$ cat src/rtl/vga_timing_gen_if.sv
// rtl/vga_timing_gen_if.sv - renderer and VGA DAC signal bundle for vga_timing_gen
interface vga_timing_gen_if #(
  parameter int COLOR_W = 8,
  parameter int X_W     = 10,
  parameter int Y_W     = 10
);
  logic [COLOR_W-1:0] pix_r;
  logic [COLOR_W-1:0] pix_g;
  logic [COLOR_W-1:0] pix_b;
  logic [X_W-1:0]     pix_x;
  logic [Y_W-1:0]     pix_y;
  logic               pix_active;
  logic               pix_ce;
  logic               frame_start;
  logic               vblank_start;
  logic               VGA_CLK;
  logic               VGA_HS;
  logic               VGA_VS;
  logic               VGA_BLANK_N;
  logic               VGA_SYNC_N;
  logic [7:0]         VGA_R;
  logic [7:0]         VGA_G;
  logic [7:0]         VGA_B;

  modport master (
    input  pix_r, pix_g, pix_b,
    output pix_x, pix_y, pix_active, pix_ce, frame_start, vblank_start,
    output VGA_CLK, VGA_HS, VGA_VS, VGA_BLANK_N, VGA_SYNC_N, VGA_R, VGA_G, VGA_B
  );

  modport slave (
    output pix_r, pix_g, pix_b,
    input  pix_x, pix_y, pix_active, pix_ce, frame_start, vblank_start,
    input  VGA_CLK, VGA_HS, VGA_VS, VGA_BLANK_N, VGA_SYNC_N, VGA_R, VGA_G, VGA_B
  );
endinterface

$ cat src/rtl/vga_timing_gen.sv
// rtl/vga_timing_gen.sv - parametrised VGA raster/timing generator for the DE1-SoC DAC
module vga_timing_gen #(
  parameter int CLK_DIV  = 2,
  parameter int H_ACTIVE = 640,
  parameter int H_FP     = 16,
  parameter int H_SYNC   = 96,
  parameter int H_BP     = 48,
  parameter int V_ACTIVE = 480,
  parameter int V_FP     = 10,
  parameter int V_SYNC   = 2,
  parameter int V_BP     = 33,
  parameter bit HS_POL   = 1'b0,
  parameter bit VS_POL   = 1'b0,
  parameter int COLOR_W  = 8,
  parameter int X_W      = 10,
  parameter int Y_W      = 10
) (
  input  logic            CLOCK_50,
  input  logic            reset,
  vga_timing_gen_if.master vga
);
  localparam int H_TOTAL = H_ACTIVE + H_FP + H_SYNC + H_BP;
  localparam int V_TOTAL = V_ACTIVE + V_FP + V_SYNC + V_BP;
  localparam int DIV_W   = $clog2(CLK_DIV);
  localparam int PAD     = 8 - COLOR_W;

  localparam logic [DIV_W-1:0] DIV_LAST = DIV_W'(CLK_DIV - 1);
  localparam logic [DIV_W-1:0] DIV_HALF = DIV_W'(CLK_DIV / 2);
  localparam logic [X_W-1:0]   H_LAST   = X_W'(H_TOTAL - 1);
  localparam logic [X_W-1:0]   H_ACT    = X_W'(H_ACTIVE);
  localparam logic [X_W-1:0]   HS_START = X_W'(H_ACTIVE + H_FP);
  localparam logic [X_W-1:0]   HS_END   = X_W'(H_ACTIVE + H_FP + H_SYNC);
  localparam logic [Y_W-1:0]   V_LAST   = Y_W'(V_TOTAL - 1);
  localparam logic [Y_W-1:0]   V_ACT    = Y_W'(V_ACTIVE);
  localparam logic [Y_W-1:0]   V_ACT_M1 = Y_W'(V_ACTIVE - 1);
  localparam logic [Y_W-1:0]   VS_START = Y_W'(V_ACTIVE + V_FP);
  localparam logic [Y_W-1:0]   VS_END   = Y_W'(V_ACTIVE + V_FP + V_SYNC);

  logic [DIV_W-1:0] div_cnt;
  logic [DIV_W-1:0] div_next;
  logic [X_W-1:0]   h_cnt;
  logic [Y_W-1:0]   v_cnt;
  logic             pix_ce;
  logic             h_last;
  logic             v_last;
  logic             active;
  logic             vga_clk_q;
  logic             hs_q;
  logic             vs_q;
  logic             blank_n_q;
  logic [7:0]       r_q;
  logic [7:0]       g_q;
  logic [7:0]       b_q;

  assign pix_ce   = (div_cnt == DIV_LAST);
  assign div_next = pix_ce ? '0 : div_cnt + DIV_W'(1);
  assign h_last   = (h_cnt == H_LAST);
  assign v_last   = (v_cnt == V_LAST);
  assign active   = (h_cnt < H_ACT) && (v_cnt < V_ACT);

  always_ff @(posedge CLOCK_50) begin
    if (reset) begin
      div_cnt   <= '0;
      h_cnt     <= '0;
      v_cnt     <= '0;
      vga_clk_q <= 1'b0;
      hs_q      <= ~HS_POL;
      vs_q      <= ~VS_POL;
      blank_n_q <= 1'b0;
      r_q       <= '0;
      g_q       <= '0;
      b_q       <= '0;
    end else begin
      div_cnt   <= div_next;
      // Built from the next divider value so VGA_CLK tracks div_cnt with no lag.
      vga_clk_q <= (div_next >= DIV_HALF);
      if (pix_ce) begin
        h_cnt <= h_last ? '0 : h_cnt + X_W'(1);
        if (h_last) begin
          v_cnt <= v_last ? '0 : v_cnt + Y_W'(1);
        end
        // Output stage describes the pixel just finished, keeping sync/blank/colour aligned.
        hs_q      <= (h_cnt >= HS_START && h_cnt < HS_END) ? HS_POL : ~HS_POL;
        vs_q      <= (v_cnt >= VS_START && v_cnt < VS_END) ? VS_POL : ~VS_POL;
        blank_n_q <= active;
        r_q       <= active ? (8'(vga.pix_r) << PAD) : 8'd0;
        g_q       <= active ? (8'(vga.pix_g) << PAD) : 8'd0;
        b_q       <= active ? (8'(vga.pix_b) << PAD) : 8'd0;
      end
    end
  end

  assign vga.pix_x        = h_cnt;
  assign vga.pix_y        = v_cnt;
  assign vga.pix_active   = active;
  assign vga.pix_ce       = pix_ce;
  assign vga.frame_start  = pix_ce && h_last && v_last;
  assign vga.vblank_start = pix_ce && h_last && (v_cnt == V_ACT_M1);
  assign vga.VGA_CLK      = vga_clk_q;
  assign vga.VGA_HS       = hs_q;
  assign vga.VGA_VS       = vs_q;
  assign vga.VGA_BLANK_N  = blank_n_q;
  assign vga.VGA_SYNC_N   = 1'b0;
  assign vga.VGA_R        = r_q;
  assign vga.VGA_G        = g_q;
  assign vga.VGA_B        = b_q;
endmodule

$ cat src/flat_wrapper.sv
// flat-port wrapper written by rule: the top's interface ports become plain ports
module vga_timing_gen_flat 
#(
  parameter int CLK_DIV  = 2,
  parameter int H_ACTIVE = 640,
  parameter int H_FP     = 16,
  parameter int H_SYNC   = 96,
  parameter int H_BP     = 48,
  parameter int V_ACTIVE = 480,
  parameter int V_FP     = 10,
  parameter int V_SYNC   = 2,
  parameter int V_BP     = 33,
  parameter bit HS_POL   = 1'b0,
  parameter bit VS_POL   = 1'b0,
  parameter int COLOR_W  = 8,
  parameter int X_W      = 10,
  parameter int Y_W      = 10
)
  (CLOCK_50, reset, vga_pix_r, vga_pix_g, vga_pix_b, vga_pix_x, vga_pix_y, vga_pix_active, vga_pix_ce, vga_frame_start, vga_vblank_start, vga_VGA_CLK, vga_VGA_HS, vga_VGA_VS, vga_VGA_BLANK_N, vga_VGA_SYNC_N, vga_VGA_R, vga_VGA_G, vga_VGA_B);
  vga_timing_gen_if #(.COLOR_W(COLOR_W), .X_W(X_W), .Y_W(Y_W)) vga_i ();
  input  logic CLOCK_50;
  input  logic reset;
  input wire logic [$bits(vga_i.pix_r)-1:0] vga_pix_r;
  input wire logic [$bits(vga_i.pix_g)-1:0] vga_pix_g;
  input wire logic [$bits(vga_i.pix_b)-1:0] vga_pix_b;
  output wire logic [$bits(vga_i.pix_x)-1:0] vga_pix_x;
  output wire logic [$bits(vga_i.pix_y)-1:0] vga_pix_y;
  output wire logic [$bits(vga_i.pix_active)-1:0] vga_pix_active;
  output wire logic [$bits(vga_i.pix_ce)-1:0] vga_pix_ce;
  output wire logic [$bits(vga_i.frame_start)-1:0] vga_frame_start;
  output wire logic [$bits(vga_i.vblank_start)-1:0] vga_vblank_start;
  output wire logic [$bits(vga_i.VGA_CLK)-1:0] vga_VGA_CLK;
  output wire logic [$bits(vga_i.VGA_HS)-1:0] vga_VGA_HS;
  output wire logic [$bits(vga_i.VGA_VS)-1:0] vga_VGA_VS;
  output wire logic [$bits(vga_i.VGA_BLANK_N)-1:0] vga_VGA_BLANK_N;
  output wire logic [$bits(vga_i.VGA_SYNC_N)-1:0] vga_VGA_SYNC_N;
  output wire logic [$bits(vga_i.VGA_R)-1:0] vga_VGA_R;
  output wire logic [$bits(vga_i.VGA_G)-1:0] vga_VGA_G;
  output wire logic [$bits(vga_i.VGA_B)-1:0] vga_VGA_B;
  assign vga_i.pix_r = vga_pix_r;
  assign vga_i.pix_g = vga_pix_g;
  assign vga_i.pix_b = vga_pix_b;
  assign vga_pix_x = vga_i.pix_x;
  assign vga_pix_y = vga_i.pix_y;
  assign vga_pix_active = vga_i.pix_active;
  assign vga_pix_ce = vga_i.pix_ce;
  assign vga_frame_start = vga_i.frame_start;
  assign vga_vblank_start = vga_i.vblank_start;
  assign vga_VGA_CLK = vga_i.VGA_CLK;
  assign vga_VGA_HS = vga_i.VGA_HS;
  assign vga_VGA_VS = vga_i.VGA_VS;
  assign vga_VGA_BLANK_N = vga_i.VGA_BLANK_N;
  assign vga_VGA_SYNC_N = vga_i.VGA_SYNC_N;
  assign vga_VGA_R = vga_i.VGA_R;
  assign vga_VGA_G = vga_i.VGA_G;
  assign vga_VGA_B = vga_i.VGA_B;
  vga_timing_gen #(.CLK_DIV(CLK_DIV), .H_ACTIVE(H_ACTIVE), .H_FP(H_FP), .H_SYNC(H_SYNC), .H_BP(H_BP), .V_ACTIVE(V_ACTIVE), .V_FP(V_FP), .V_SYNC(V_SYNC), .V_BP(V_BP), .HS_POL(HS_POL), .VS_POL(VS_POL), .COLOR_W(COLOR_W), .X_W(X_W), .Y_W(Y_W)) u_core (.CLOCK_50(CLOCK_50), .reset(reset), .vga(vga_i));
endmodule
$ cat config.mk
export PLATFORM = sky130hd
export DESIGN_NAME = vga_timing_gen_flat
export DESIGN_NICKNAME = d
export VERILOG_FILES = /design/src/rtl/vga_timing_gen_if.sv /design/src/rtl/vga_timing_gen.sv /design/src/flat_wrapper.sv
export SDC_FILE = /design/constraint.sdc
export NUM_CORES = 1
export LEC_CHECK = 0
export CORE_MARGIN = 3
export CORE_UTILIZATION = 38
export CTS_CLUSTER_DIAMETER = 40
export DETAILED_ROUTE_END_ITERATION = 6
export PLACE_DENSITY = 0.71
export SETUP_SLACK_MARGIN = 0.05
export SYNTH_ARGS = -nofsm -noshare
export SYNTH_HDL_FRONTEND = slang
export SYNTH_SLANG_ARGS = --single-unit
$ cat constraint.sdc
create_clock -name CLOCK_50 -period 2.8 [get_ports CLOCK_50]
set_input_delay 0.42 -clock CLOCK_50 [delete_from_list [all_inputs] [get_ports CLOCK_50]]
set_output_delay 0.42 -clock CLOCK_50 [all_outputs]
set_load 0.01 [all_outputs]
=== Yosys cells after proc, flatten, opt, wreduce, memory -nomap -nowiden ===
Cells that the tools add are included.

* Bits in registers: 49
* Output and inout bits: 53
* Word-level logic and storage cells: 38

* Add/sub/neg operators: 3
* $lt $le $gt $ge: 7
* Equal/unequal tests: 3
* Mux-type cells: 8
* Reduce and logical (&&, ||, !) cells: 7

{| class="wikitable"
|+ Operator list
! cell !! number
|-
| $mux 8 || 3
|-
| $add 10x1->10 const B || 2
|-
| $eq 10x10->1 const B || 2
|-
| $lt 10x10->1 const B || 2
|-
| $lt 10x9->1 const B || 2
|-
| $mux 10 || 2
|-
| $eq 10x9->1 const B || 1
|-
| $ge 10x10->1 const B || 1
|-
| $ge 10x9->1 const B || 1
|-
| $logic_and 1x1->1 || 6
|-
| $mux 1 || 3
|-
| $reduce_and 2->1 || 1
|-
| $add 1x1->1 const B || 1
|-
| $ge 1x1->1 const B || 1
|}

=== Logic depth before layout (Yosys ltp) ===
Gate-level depths: netlist (run 1).

* Depth after elaboration: 3
* Gate-level depth with buffers: 7
* Depth with buffers taken out: 6

=== Worst setup path before layout (run 1) ===
Ideal clock, no wire load.

* Path type: register to register
* Start point: register u_core.h_cnt[0], in the netlist u_core.vga.pix_x[0]
* End point: register u_core.v_cnt[7], in the netlist u_core.vga.pix_y[7]
* Setup time: 70 ps
* Data arrival time: 1801 ps
* Data required time: 2730 ps
* Slack: 929 ps
* Stages on the path, launching flop included: 7
* Clock period less this slack: 1871 ps
* Path through: dfxtp_1 > ha_1 > and4_1 > nand4_2 > buf_6 > or4_1 > a21oi_1

* Longest elaborated chain between the ends: 2

{| class="wikitable"
|+ Ends and longest elaborated chain
! item !! RTL line !! source
|-
| start, declared || vga_timing_gen.sv:41 || <nowiki>logic [X_W-1:0] h_cnt;</nowiki>
|-
| start signal, assigned || vga_timing_gen.sv:78 || <nowiki>h_cnt <= h_last ? '0 : h_cnt + X_W'(1);</nowiki>
|-
| $eq 10x10->1 || vga_timing_gen.sv:57 || <nowiki>assign h_last = (h_cnt == H_LAST);</nowiki>
|-
| $reduce_and 2->1 (no source line) || - ||
|-
| end signal, assigned || vga_timing_gen.sv:80 || <nowiki>v_cnt <= v_last ? '0 : v_cnt + Y_W'(1);</nowiki>
|-
| end, declared || vga_timing_gen.sv:42 || <nowiki>logic [Y_W-1:0] v_cnt;</nowiki>
|}

No other way between the ends.
A chain may end at the register's enable or synchronous reset.

=== Worst setup path after layout (run 1) ===
* Start point: register u_core.h_cnt[0], in the netlist u_core.vga.pix_x[0]
* End point: output vga_vblank_start

* Longest elaborated chain between the ends: 3

{| class="wikitable"
|+ Ends and longest elaborated chain
! item !! RTL line !! source
|-
| $eq 10x10->1 || vga_timing_gen.sv:57 ||
|-
| $logic_and 1x1->1 (2 in a row) || vga_timing_gen.sv:98 || <nowiki>assign vga.vblank_start = pix_ce && h_last && (v_cnt == V_ACT_M1);</nowiki>
|-
| end, declared || flat_wrapper.sv:31 || <nowiki>output wire logic [$bits(vga_i.vblank_start)-1:0] vga_vblank_start;</nowiki>
|}

No other way between the ends.

==> impl_summary.md, run 1 <==
Clock tree
TritonCTS built the clock tree. The clock latency of the later-clocked register in the worst-skew pair is 0.30 ns. The cell at the root of the clock tree is clkbuf_8. The TritonCTS buffer count is 5. The clock sink count is 48. In this run the deepest clock path goes through 2 buffers. Gates resized during post-CTS repair numbered 0. The clock-pin slew reported for the worst setup and hold paths after clock tree synthesis is 0.09 ns. The depth of the CTS H-tree is 2.

STA
The final max-slew violation count is 0. After layout, the minimum clock period comes to roughly 2.6 ns. The post-route worst hold slack is 0.483 ns. In the finished design, the share of the clock period the worst path needs comes to 0.941. Clock skew on the completed layout was measured at 0.00752 ns. The achievable clock frequency is 0.380 GHz. Setup violations remaining at the end of the flow were counted as 0. The final number of hold-violating endpoints is 0. Setup repair after global routing left no endpoint under its margin. After routing, the total negative slack on setup checks comes to 0 ns.

Global route
The initial antenna violation count was 0. The leftover overflow at the end of global routing is 0. The number of global-route vias before repair is between 1500 and 2000. Across every metal layer, demand over resource in global routing totals 0.171.

The first-pass GRT wire length is 8350 um. Entering global routing, the biggest net connects 27 pins.

Drt
The via total after detailed routing is 1739. Using the TritonRoute via totals, the vias-per-cell ratio works out to 5.08. Once detail routing completed, the nets flagged for antenna violations numbered 0. After detailed routing, the total wire length is 4920 um. The number of remaining DRC errors is 0. The first routing iteration left 67 violations.

The first TritonRoute pass finished after 4 iterations. The average wire per standard cell is roughly 14 um.

Worst setup path
The worst flop-to-flop path startpoint is u_core.vga.pix_x[0]. For the worst setup path, the data arrival time is 2.21 ns. The endpoint identified for the worst register-to-register timing path is u_core.vga.pix_y[3].

By startpoint and endpoint, the worst setup path is classified as reg2out. The highest fanout seen on the critical path is 5. The kind of capture point of the worst setup path is a primary output. STA classifies the critical path startpoint as a flip-flop.

The required time reported for the critical path endpoint is roughly 2.4 ns. The slack of the worst reg-to-reg path is 0.79 ns. The depth of the most critical reg-to-reg path is 6.

Power
Of the total power, the share spent switching nets is 0.242. Of the total power, the clock network draws 0.321. The internal power summed over all cells is about 1000 uW. The power share of the combinational group is 0.121.

The analysis attributes to cell leakage a power of just over 1 nW. The register share of total power is 0.558. The switching power is between 300 and 400 uW. The power density normalized to cell area is 452 nW/um^2. IR analysis of the VDD net gives a maximum drop of 300 uV.

Hold path
The instance count along the most critical hold path is 1. The endpoint with the worst hold slack is u_core.vga.VGA_B[4]. The tightest min-delay check is of the reg2reg type.

In this run the most critical hold path is launched from u_core.vga.VGA_B[4].

Synthesis
After synthesis, the mean cell area works out to 9.95 sq um. In this run, synthesis inferred 0 flip-flops with an integrated enable. The post-synthesis register bit count is 48. The post-synthesis instance total is about 200. The post-synthesis xor/xnor area fraction is 0.0489. The unique cell type count in the Yosys netlist is 41. The dominant combinational cell family by area after synthesis is simple AND/OR/NAND/NOR gates. The number of warnings printed during yosys synthesis is 0. The proportion of synthesized chip area in sequential cells is 0.488. In this run the cell area of the synthesized design comes to around 2000 sq um. Of the total synthesized cell area, the portion taken by AND, OR, NAND and NOR gates is 0.201.

Counting flops with an async set or reset pin after synthesis yields a share of 0. The adder-cell area share of the yosys netlist is 0.0318. The portion of synthesized area spent on multiplexers is 0. The top flip-flop cell by instance count after synthesis is dfxtp_1.

When the netlist entered floorplanning its net count stood at ~230. The post-synthesis compound-gate area fraction came to 0.179.

Die
After floorplanning, the core was divided into 25 placement rows. The core region is 4880 sq um. The height of the die is approximately 80 um. The horizontal die dimension is 78.0 um. The die covers ~6000 sq um. The initial utilization of the core area, before any placement, comes to 0.404.

During I/O placement, the number of pins put on the boundary was 79.

Final layout
Once layout is done, the placed cells without fillers occupy around 2900 sq um. Compared with the post-synthesis result, the final layout area differs by 46.1%. The final layout net count is 305. 0 antenna diodes ended up in the layout. The share of layout cells above drive strength 1 is 0.0582.

Placed design
The half-perimeter wire length of the detailed placement result is 3530 um. In this run the tool buffered the top-level ports with 77 buffer cells. Routability-driven placement finished with a final weighted congestion of 0.847.

After detailed placement, the total cell area comes to approximately 2800 sq um.

Run status
The flow ran to the end, and the final reports show no timing, DRC or antenna violations.

Run
The tool flagged a number of max-cap violations equal to 0.
-- layout make-up --
type                       instances  area (sq um)
clock buffer                       5          68.8
clock inverter                     3          22.5
fill                             446          2000
inverter                           6          22.5
multi-input combinational        131           910
sequential                        48           961
tap                               67          83.8
timing repair buffer              82           808
-- Yosys cell counts (4+ instances only) --
| master | number | area, sq um |
|---|---|---|
| a21oi_1 | 9 | 45.0 |
| a22o_1 | 24 | 210 |
| buf_2 | 4 | 20.0 |
| clkbuf_1 | 5 | 18.8 |
| dfxtp_1 | 48 | 961 |
| ha_1 | 5 | 62.6 |
| inv_1 | 6 | 22.5 |
| nand2_1 | 7 | 26.3 |
| nand3_1 | 8 | 40.0 |
| nand4_1 | 5 | 31.3 |
| nor2_1 | 17 | 63.8 |
| nor3_1 | 6 | 30.0 |
| o31ai_1 | 5 | 37.5 |
| or4_1 | 5 | 37.5 |
| xnor2_1 | 6 | 52.6 |
| xor2_1 | 5 | 43.8 |
-- cells by family (layout without fill, tap and decap cells) --
logic type      Yosys count  in the layout
simple gates             68             68
flops                    48             48
compound gates           46             46
buf+inv                  19             96
other cells               1              1
xor+xnor                 11             11
fa+ha+maj                 5              5
-- stage by stage --
step	power (mW)	worst slack, ns	std cells	util
final	1.30	0.166	342	0.589
after global routing	1.36	0.0584	342	0.589
after CTS	1.32	0.167	341	0.588
after detailed placement	0.899	0.510	333	0.569
after global placement	0.898	0.566	333	0.569
after floorplan	0.799	0.929	198	-
-- worst max-delay path: stages (launching register included) --
cell and delay, ns:
dfxtp_1 0.42, ha_1 0.22, and4_1 0.25, nand4_1 0.10, nor4_1 0.32, clkdlybuf4s50_1 0.60
-- worst max-delay path by stage --
stage | start | to | slack, ns | depth (start not counted)
2_1_floorplan | u_core.vga.pix_x[0] | u_core.vga.pix_y[7] | 0.93 | 6
3_3_place_gp | u_core.vga.pix_x[0] | vga_vblank_start | 0.57 | 5
3_5_place_dp | u_core.vga.pix_x[0] | vga_vblank_start | 0.51 | 5
4_1_cts | u_core.vga.pix_x[0] | vga_vblank_start | 0.17 | 5
5_1_grt | u_core.vga.pix_x[0] | vga_vblank_start | 0.06 | 5
6_report | u_core.vga.pix_x[0] | vga_vblank_start | 0.17 | 5
-- power groups by stage --
stage	combinational (mW)	clock, mW	sequential (mW)
3_3_place_gp	0.159	0	0.739
5_1_grt	0.170	0.458	0.729
6_report	0.157	0.418	0.725
3_5_place_dp	0.159	0	0.740
4_1_cts	0.159	0.435	0.725
2_1_floorplan	0.0485	0	0.750
-- flip-flops by register name, summed over array words and instances (netlist names) --
| register | cells |
|---|---|
| u_core.vga.pix_x | 10 |
| u_core.vga.VGA_G | 8 |
| u_core.vga.VGA_CLK | 1 |
| u_core.vga.pix_y | 10 |
| u_core.vga.VGA_R | 8 |
| u_core.vga.VGA_HS | 1 |
| u_core.vga.VGA_VS | 1 |
| u_core.vga.VGA_BLANK_N | 1 |
| u_core.vga.VGA_B | 8 |
-- metal layers --
layer,track usage,share of wire
met4,0.0629,0.013
met5,0,0
met1,0.215,0.45
met3,0.0812,0.11
met2,0.253,0.43
-- what timing repair did --
item                                    4_1_cts  5_1_grt
hold buffers                                  0        0
buffers inserted                              0        1
hold endpoints to repair                      0        0
endpoints found under the setup margin        0        1
-- cells in the final DEF (no fill, tap or decap), types with 2 or more instances in the layout --
| master | Yosys | final |
|---|---|---|
| buf_4 | 2 | 5 |
| nor4_1 | 2 | 2 |
| and3_1 | 2 | 2 |
| nand2_1 | 7 | 7 |
| a21oi_1 | 9 | 9 |
| dfxtp_1 | 48 | 48 |
| or4_1 | 5 | 5 |
| and4_1 | 2 | 2 |
| o21ai_0 | 3 | 3 |
| nand4_1 | 5 | 5 |
| nor3_1 | 6 | 6 |
| and2_1 | 2 | 2 |
| nor2_1 | 17 | 17 |
| nand3_1 | 8 | 8 |
| a22o_1 | 24 | 24 |
| clkbuf_8 | 0 | 5 |
| clkdlybuf4s50_1 | 0 | 77 |
| ha_1 | 5 | 5 |
| xnor2_1 | 6 | 6 |
| inv_1 | 6 | 6 |
| o31ai_1 | 5 | 5 |
| xor2_1 | 5 | 5 |
No activity file was read; power rests on OpenSTA's default activity.
==> run 2: changes to the inputs <==
--- a/config.mk
+++ b/config.mk
@@ -10,6 +10,7 @@
 export CTS_CLUSTER_DIAMETER = 40
 export DETAILED_ROUTE_END_ITERATION = 6
 export PLACE_DENSITY = 0.71
+export RECOVER_POWER = 50
 export SETUP_SLACK_MARGIN = 0.05
 export SYNTH_ARGS = -nofsm -noshare
 export SYNTH_HDL_FRONTEND = slang
==> impl_summary.md, run 2 (synthesis gave the netlist of run 1 again) <==
Drt
The first-pass iteration count of the detailed router is 4 (unchanged). The routed via count divided by cell count came to 5.09 (+0.17%). The average wire per standard cell is 14.3 um (-0.49%).

The via total after detailed routing is 1742 (+0.17%). The number of remaining DRC errors is 0 (unchanged). The detailed-route wire length was 4900 um (-0.49%). The initial DRC count is 66 (-1.5%). The number of nets with antenna violations after routing was 0 (unchanged).

Clock tree
The clock sink count came to 48 (unchanged). The number of buffers added for setup after CTS came to 0 (unchanged). The cell at the root of the clock tree is clkbuf_8. The clock latency of the later-clocked register in the worst-skew pair is 0.30 ns (about the same). The count of hold buffers inserted by post-cts repair came to 0 (unchanged). The quantity of gates resized following cts is 0 (unchanged). The clock-pin slew reported for the worst setup and hold paths after clock tree synthesis is 0.09 ns (about the same).

The clock tree from TritonCTS is built. The depth of the CTS H-tree is 2 (unchanged). The TritonCTS buffer count is 5 (unchanged). The number of buffers between clock root and the deepest sink is 2 (unchanged).

STA
The minimum clock period after layout is 2.64 ns (+0.00351 ns). In this run the tightest slew margin relative to its limit is 0.287. The final number of hold-violating endpoints is 0 (unchanged). Setup repair after global routing left no endpoint under its margin. The worst clock skew is 0.00759 ns (+0.0000710 ns).

The final worst-path cycle share is 0.942 (+0.00125). The final max-slew violation count was 0 (unchanged). The final count of negative-setup-slack endpoints is 0 (unchanged).

The accumulated negative setup slack is 0 ns (unchanged). At the pin with the least slew margin, the transition time is 1.07 ns. The achievable clock frequency came to 0.379 GHz (-0.13%).

Worst setup path
The signal on the critical path passes through ha_1 > and4_1 > nand4_1 > nor4_1 > clkdlybuf4s50_1. The number of buffer and inverter stages on the critical path was 1 (unchanged). The dominant delay contributor by cell family on the critical path is simple AND/OR/NAND/NOR gates. The category of the critical setup timing path is reg2out. The arrival time of data at the critical path endpoint is 2.22 ns (about the same). The cell with the biggest individual delay on the critical path is clkdlybuf4s50_1.

The kind of capture point of the worst setup path is a primary output. The worst setup path is launched from a flip-flop. The highest cell delay on the worst timing path came to 0.61 ns (about the same). The required time reported for the critical path endpoint is 2.38 ns (about the same).

The highest fanout seen on the critical path is 5 (unchanged).

Placed design
The half-perimeter wire length of the detailed placement result came to 3530 um (unchanged). The number of port buffers is 77 (unchanged). The routability congestion estimate is 0.847 (unchanged).

Power
The power density normalized to cell area is 449 nW/um^2 (-0.68%). The post-layout total power was 1.29 mW (-0.81%). The largest vdd supply drop is 296 uV (-1.1%). The reported leakage power is 1.13 nW (+10%).

Die
The number of cell rows came to 25 (unchanged). The area of the die is 6080 sq um (unchanged). The number of top-level pins is 79 (unchanged).

The area of the placeable core was 4880 sq um (unchanged). The horizontal die dimension is 78.0 um (unchanged). The initial cell density of the core is 0.404 (unchanged). The height of the die is 78.0 um (unchanged).

Global route
The leftover overflow at the end of global routing is 0 (unchanged). The first-pass GRT wire length is 8350 um (unchanged). The maximum number of pins on one net before global-route repair was 27 (unchanged). The initial antenna violation count is 0 (unchanged). The combined global-route utilization of all metal layers was 0.171 (unchanged).

The number of global-route vias before repair is 1718 (unchanged).

Hold path
The class of the tightest hold or removal check is reg2reg.

Final layout
The share of layout cells above drive strength 1 came to 0.0545 (-0.00364). The number of filler cells placed in the layout is 448 (+0.45%). The library cell used most frequently in the layout, excluding fill and tap cells, is dfxtp_1. The area taken by flip-flops and latches was 961 sq um (unchanged). The final layout net count was 305 (unchanged). From synthesis to final layout, the design area changed by 45.9%. The final antenna diode count is 0 (unchanged). In the layout the commonest cells are dfxtp_1, dlygate4sd3_1, clkdlybuf4s50_1.

The footprint of the multi-input gates is 910 sq um (unchanged).

Run status
The run finished with clean final reports.

Run
The number of max-capacitance violations reported is 0 (unchanged).
## run 2: cell count changes in the layout (fill, tap and decap cells not counted), sizes merged
cell | previous run | this run
clkbuf | 5 | 6
buf | 5 | 4
dlygate4sd3 | 0 | 41
clkdlybuf4s50 | 77 | 36
## run 2: worst register-to-register path, stage by stage (launching register included)
cell and delay (ns):
dfxtp_1 0.41, o21a_1 0.21, a311oi_1 0.40, and2_0 0.19, clkbuf_1 0.79, a22o_1 0.28
## run 2: routing by layer
| metal | vias up | wire (um) | GRT usage | share of wire |
|---|---|---|---|---|
| li1 | 865 | - | - | - |
| met1 | 804 | 2150 | 0.215 | 0.44 |
| met2 | 67 | 2140 | 0.253 | 0.44 |
| met3 | 6 | 543 | 0.0812 | 0.11 |
| met4 | 0 | 65 | 0.0629 | 0.013 |
| met5 | - | 0 | 0 | 0 |
## run 2: worst paths after layout
check	cells past startpoint	startpoint	end	slack, ns
setup / recovery	5	u_core.vga.pix_x[0]	vga_vblank_start	0.16
hold / removal	1	u_core.vga.VGA_B[4]	u_core.vga.VGA_B[4]	0.48
setup reg to reg	5	u_core.vga.pix_x[8]	u_core.vga.VGA_B[7]	0.47
hold reg to reg	1	u_core.vga.VGA_B[4]	u_core.vga.VGA_B[4]	0.48
## run 2: power breakdown
part	total (mW)	switching [mW]	internal [mW]
Clock	0.418	0.239	0.179
Sequential	0.724	0.0159	0.708
Combinational	0.147	0.0593	0.0880
Total	1.29	0.314	0.975
## run 2: through the flow
stage	setup WS [ns]	instance area, sq um	hold slack (ns)	cells	util
after floorplan	0.929	1970	0.497	198	-
after CTS	0.167	2870	0.485	341	0.588
after detailed placement	0.510	2780	0.457	333	0.569
final	0.162	2870	0.479	342	0.589
after global placement	0.566	2780	0.434	333	0.569
after global routing	0.0628	2870	0.496	342	0.589
## run 2: layout make-up
cell class | count | area share
Tap cell | 67 | 0.0292
Inverter | 6 | 0.00784
Sequential cell | 48 | 0.334
Clock buffer | 5 | 0.0240
Timing Repair Buffer | 82 | 0.280
Clock inverter | 3 | 0.00784
Multi-Input combinational cell | 131 | 0.317
